### config.mk
export PLATFORM = sky130hd
export DESIGN_NAME = rxdata_pack
export DESIGN_NICKNAME = d
export VERILOG_FILES = /design/src/rtl/rxdata_pack.sv
export SDC_FILE = /design/constraint.sdc
export NUM_CORES = 1
export LEC_CHECK = 0
export ABC_AREA = 1
export BUFFER_PORTS_ARGS = -buffer_cell sky130_fd_sc_hd__buf_4
export CORE_ASPECT_RATIO = 0.8
export CORE_MARGIN = 5
export CORE_UTILIZATION = 56
export CTS_BUF_LIST = sky130_fd_sc_hd__clkbuf_4
export DETAILED_ROUTE_END_ITERATION = 12
export GPL_TIMING_DRIVEN = 0
export PLACE_DENSITY_LB_ADDON = 0.05
export SLEW_MARGIN = 25
export SYNTH_ARGS = -nofsm -noshare
export SYNTH_HDL_FRONTEND = slang
export SYNTH_SLANG_ARGS = --single-unit
### constraint.sdc
create_clock -name mem_clk -period 5.35 [get_ports mem_clk]
set_clock_uncertainty 0.15 [all_clocks]
set_input_delay 1.07 -clock mem_clk [delete_from_list [all_inputs] [get_ports mem_clk]]
set_output_delay 1.07 -clock mem_clk [all_outputs]
set_load 0.01 [all_outputs]
### src/rtl/rxdata_pack.sv
// rxdata_pack: packs 16-bit DQ FIFO entries into 32-bit little-endian words
// with byte strobes and a last flag, then flushes the DQ FIFO at transfer end.
module rxdata_pack #(
    parameter int LEN_WIDTH = 12
) (
    input  logic                 mem_clk,
    input  logic                 reset_n,
    input  logic                 xfer_start,
    input  logic [LEN_WIDTH-1:0] xfer_len,
    input  logic                 rcv_dqfifo_empty,
    input  logic [15:0]          rcv_dqfifo_dout,
    output logic                 rcv_dqfifo_rd_en,
    output logic                 rcv_dq_fifo_flush_en,
    input  logic                 rcv_dq_fifo_flush_done,
    output logic                 rx_data_valid,
    output logic [31:0]          rx_data,
    output logic [3:0]           rx_data_strb,
    output logic                 rx_data_last,
    input  logic                 rx_data_ready,
    output logic                 xfer_busy,
    output logic                 xfer_done
);

    localparam logic [2:0] ST_IDLE       = 3'd0;
    localparam logic [2:0] ST_RECV       = 3'd1;
    localparam logic [2:0] ST_FLUSH      = 3'd2;
    localparam logic [2:0] ST_WAIT_FLUSH = 3'd3;
    localparam logic [2:0] ST_DONE       = 3'd4;

    localparam logic [LEN_WIDTH-1:0] ONE = LEN_WIDTH'(1);

    logic [2:0]           state;
    logic [LEN_WIDTH-1:0] reads_left;
    logic [LEN_WIDTH:0]   len_plus_one;
    logic [LEN_WIDTH-1:0] reads_init;
    logic [3:0]           last_strb;
    logic [3:0]           start_strb;
    logic [15:0]          asm_data;
    logic                 asm_lo;
    logic                 completing;
    logic                 out_free;
    logic                 pop;
    logic                 word_last;
    logic [3:0]           word_strb;
    logic [31:0]          word_raw;
    logic [31:0]          word_masked;

    // Entry count for a new transfer is ceil(len/2); odd lengths round up.
    assign len_plus_one = {1'b0, xfer_len} + {{LEN_WIDTH{1'b0}}, 1'b1};
    assign reads_init   = len_plus_one[LEN_WIDTH:1];

    // Strobe of the final word depends only on the byte count modulo 4.
    always_comb begin
        start_strb = 4'b1111;
        case (xfer_len[1:0])
            2'd1:    start_strb = 4'b0001;
            2'd2:    start_strb = 4'b0011;
            2'd3:    start_strb = 4'b0111;
            default: start_strb = 4'b1111;
        endcase
    end

    // A pop completes a word when the low half is already held or this is the final entry.
    always_comb begin
        completing  = asm_lo || (reads_left == ONE);
        out_free    = !rx_data_valid || rx_data_ready;
        pop         = (state == ST_RECV) && !rcv_dqfifo_empty && (reads_left != '0)
                      && (!completing || out_free);
        word_last   = (reads_left == ONE);
        word_strb   = word_last ? last_strb : 4'b1111;
        word_raw    = asm_lo ? {rcv_dqfifo_dout, asm_data} : {16'h0000, rcv_dqfifo_dout};
        word_masked = word_raw & {{8{word_strb[3]}}, {8{word_strb[2]}},
                                  {8{word_strb[1]}}, {8{word_strb[0]}}};
    end

    assign rcv_dqfifo_rd_en     = pop;
    assign rcv_dq_fifo_flush_en = (state == ST_FLUSH);
    assign xfer_busy            = (state != ST_IDLE);
    assign xfer_done            = (state == ST_DONE);

    // Transfer sequencing, entry counting and the low-half assembly register.
    always_ff @(posedge mem_clk or negedge reset_n) begin
        if (!reset_n) begin
            state      <= ST_IDLE;
            reads_left <= '0;
            last_strb  <= 4'b0000;
            asm_data   <= 16'h0000;
            asm_lo     <= 1'b0;
        end else begin
            case (state)
                ST_IDLE: begin
                    if (xfer_start) begin
                        reads_left <= reads_init;
                        last_strb  <= start_strb;
                        asm_lo     <= 1'b0;
                        state      <= (xfer_len == '0) ? ST_FLUSH : ST_RECV;
                    end
                end
                ST_RECV: begin
                    if (pop) begin
                        reads_left <= reads_left - ONE;
                        if (completing) begin
                            asm_lo <= 1'b0;
                        end else begin
                            asm_data <= rcv_dqfifo_dout;
                            asm_lo   <= 1'b1;
                        end
                    end
                    if (rx_data_valid && rx_data_ready && rx_data_last) begin
                        state <= ST_FLUSH;
                    end
                end
                ST_FLUSH: begin
                    state <= ST_WAIT_FLUSH;
                end
                ST_WAIT_FLUSH: begin
                    if (rcv_dq_fifo_flush_done) begin
                        state <= ST_DONE;
                    end
                end
                ST_DONE: begin
                    state <= ST_IDLE;
                end
                default: begin
                    state <= ST_IDLE;
                end
            endcase
        end
    end

    // Output word register: loads on a completing pop, holds while stalled.
    always_ff @(posedge mem_clk or negedge reset_n) begin
        if (!reset_n) begin
            rx_data_valid <= 1'b0;
            rx_data       <= 32'h0000_0000;
            rx_data_strb  <= 4'b0000;
            rx_data_last  <= 1'b0;
        end else if (pop && completing) begin
            rx_data_valid <= 1'b1;
            rx_data       <= word_masked;
            rx_data_strb  <= word_strb;
            rx_data_last  <= word_last;
        end else if (rx_data_valid && rx_data_ready) begin
            rx_data_valid <= 1'b0;
        end
    end

endmodule

==> impl_metrics.env <==
export IMPL_critPathBufInv=4
export IMPL_htreeDepth=3
export IMPL_fin_crit_sh_pct=65.0
export IMPL_setup_viol=0
export IMPL_num_vias=3782
export IMPL_cts_tree="built"
export IMPL_numCtsBuffers=9
export IMPL_cts_hold_buf=0
export IMPL_worstPathArrival_ps=2260
export IMPL_clock_latency_ps=430
export IMPL_cellInternalPower_mw=1.40
export IMPL_grt_first_pass_wirelength_um=16900
export IMPL_netlist_area_leader_share_pct=47.3
export IMPL_fin_ws_ps=1870
export IMPL_synth_edff_count=0
export IMPL_ir_worst_vdd_v=0.000316
export IMPL_path_class="reg -> out"
export IMPL_io_pins=76
export IMPL_yosysWarningCount=0
export IMPL_worstSetupStartpoint="reads_left[8]$_DFFE_PN0P_"
export IMPL_slew_viol_final=0
export IMPL_netlist_top_cells_area="dfrtp_1 47%, nand2_1 18%, nand3_1 6.1%, inv_1 5.4%, o21ai_0 5.2%"
export IMPL_maxCapViolations=0
export IMPL_ys_flop_type="dfrtp_1"
export IMPL_num_nets_final=661
export IMPL_hold_path_class="reg -> reg"
export IMPL_status="finished clean"
export IMPL_power_mw=2.52
export IMPL_grt_max_degree=75
export IMPL_core_um2=6860
export IMPL_max_slew_worst_pin_slew_ps=665
export IMPL_dieArea_um2=8770
export IMPL_leakagePower_nw=2.52
export IMPL_start_util_pct=57.1
export IMPL_ant_nets=0
export IMPL_postSynthAreaPerCell_um2=7.32
export IMPL_post_dp_hpwl_um=7550
export IMPL_required_ps=4130
export IMPL_hold_violations=0
export IMPL_max_freq_mhz=288
export IMPL_fin_setup_tns_ps=0
export IMPL_p_per_area_nw_per_um2=536
export IMPL_drive_above_1_share_pct=17.4
export IMPL_post_route_util_pct=68.4
export IMPL_ff2ff_setup_slack_ps=3230
export IMPL_yosys_cell_types_count=25
export IMPL_switching_share_pct=44.5
export IMPL_drt_wl_total_um=10300
export IMPL_antennaDiodeCount=0
export IMPL_port_buffer_count=75
export IMPL_min_period_ps=3480
export IMPL_gp_congestion=0.873
export IMPL_grt_pass1_vias=3494
export IMPL_p_comb_share_pct=49.9
export IMPL_clkTransAtPathRegs_ps=120
export IMPL_yosys_top_cells_count="192 x nand2_1, 74 x dfrtp_1, 56 x inv_1, 48 x nand3_1, 41 x o21ai_0"
export IMPL_slew_limit_headroom_pct=55.6
export IMPL_synth_largest_area_cell="dfrtp_1"
export IMPL_clock_sinks=74
export IMPL_yosysMostFrequentCell="nand2_1"
export IMPL_die_w_um=103
export IMPL_die_h_um=84.8
export IMPL_place_ws_ps=2100
export IMPL_critical_path_top_delay_family="simple AND/OR/NAND/NOR gates"
export IMPL_rows=27
export IMPL_postCtsSetupBuffers=0
export IMPL_synth_fp_nets=575
export IMPL_crit_path_end_kind="primary output"
export IMPL_antenna_found_initial=0
export IMPL_via_per_inst=5.31
export IMPL_seq_power_share_pct=38.7
export IMPL_reg2reg_from="reads_left[8]$_DFFE_PN0P_"
export IMPL_cp_start_kind="flip-flop"
export IMPL_ys_ff_latch=74
export IMPL_syn_area_um2=3920
export IMPL_pwr_share_clk_pct=11.4
export IMPL_cp_slowest_cell="dfrtp_1"
export IMPL_grt_ovfl_total=0
export IMPL_area_growth_pct=19.9
export IMPL_drtIter0Drc=273
export IMPL_critPathMaxFanout=10
export IMPL_cts_path_max_buffers=2
export IMPL_hold_start="last_strb[1]$_DFFE_PN0P_"
export IMPL_synth_async_reset_ratio_pct=100
export IMPL_p_switching_mw=1.12
export IMPL_rsz0062_at_grt="false"
export IMPL_root_buffer="clkbuf_4"
export IMPL_global_route_usage_total_pct=24.8
export IMPL_seq_area_frac_synth_pct=47.3
export IMPL_route_detailed_drc=0
export IMPL_wire_per_inst_um=14.4
export IMPL_slowest_delay_ps=460
export IMPL_first_pass_iters=5
export IMPL_cts_resized_gates=0
export IMPL_path_cells="nor2_1 -> inv_1 -> nor2_1 -> nand2_1 -> nand2_2 -> nand2_1 -> nand2_2 -> buf_4 -> inv_1 -> buf_4"
export IMPL_synth_cells=535
layer usage:
| layer | track usage [%] | vias up | share of wire (%) |
|---|---|---|---|
| met5 | 0 | - | 0 |
| met4 | 8.24 | 0 | 1.4 |
| met1 | 38.3 | 1778 | 50 |
| met3 | 5.15 | 11 | 5.9 |
| li1 | - | 1876 | - |
| met2 | 34.3 | 117 | 43 |
layout make-up:
cell class | count | area [µm²]
clock buffer | 9 | 67.6
clock inverter | 6 | 35.0
inverter | 57 | 214
tap | 87 | 109
timing repair buffer | 75 | 567
multi-input combinational | 383 | 1750
sequential | 74 | 1850
buffer | 21 | 100
fill | 596 | 2160
worst paths after layout:
path,cells after the start,endpoint
min,2,last_strb[1]$_DFFE_PN0P_
min in group asynchronous,1,reads_left[6]$_DFFE_PN0P_
max,10,rcv_dqfifo_rd_en
max reg2reg,11,reads_left[0]$_DFFE_PN0P_
max in group asynchronous,1,state[0]$_DFFE_PN0P_
min reg2reg,2,last_strb[1]$_DFFE_PN0P_
tightest hold or removal path: cells and delay by family (launching register included):
family / cells / cell delay [ps]
AO/OA/AOI/OAI: 1 / 60
flip-flops: 1 / 360
AND/OR/NAND/NOR: 1 / 50
state kept, by name (all words and copies together) (netlist names), 3 cells and up:
signal	count
rx_data	32
last_strb	4
asm_data	16
state	3
reads_left	12
rx_data_strb	4
metrics by stage:
stage / hold slack [ps] / cell area, µm² / instances
6_report: 349 / 4690 / 712
5_1_grt: 372 / 4690 / 712
4_1_cts: 347 / 4690 / 712
3_5_place_dp: 317 / 4590 / 697
3_3_place_gp: 285 / 4590 / 697
2_1_floorplan: 273 / 3920 / 535
cells in the final DEF, fill, tap and decap left out, drive strengths merged:
cell / count
a21oi: 5
buf: 87
clkbuf: 18
clkinv: 4
clkinvlp: 3
dfrtp: 74
ha: 6
inv: 56
nand2: 195
nand3: 50
nand3b: 4
nand4: 7
nor2: 32
nor3: 4
o211a: 1
o21ai: 74
or2: 1
xnor2: 1
xor2: 3
cells by family (layout without fill, tap and decap cells):
logic type	Yosys count	in the layout	share of synthesized area (%)
AND/OR/NAND/NOR	293	293	31.2
AO/OA/AOI/OAI	80	80	10.6
buffers and inverters	78	168	8.02
flip-flops	74	74	47.3
adder cells (fa/ha/maj)	6	6	1.92
XOR/XNOR	4	4	0.895
power by group through the flow:
stage	sequential [mW]	combinational, mW	clock (mW)
2_1_floorplan	1.01	0.735	0
3_3_place_gp	0.973	1.22	0
3_5_place_dp	0.982	1.25	0
4_1_cts	0.973	1.25	0.294
5_1_grt	1.01	1.42	0.322
6_report	0.975	1.25	0.287
Note: power is estimated with default switching activity, not from simulation.
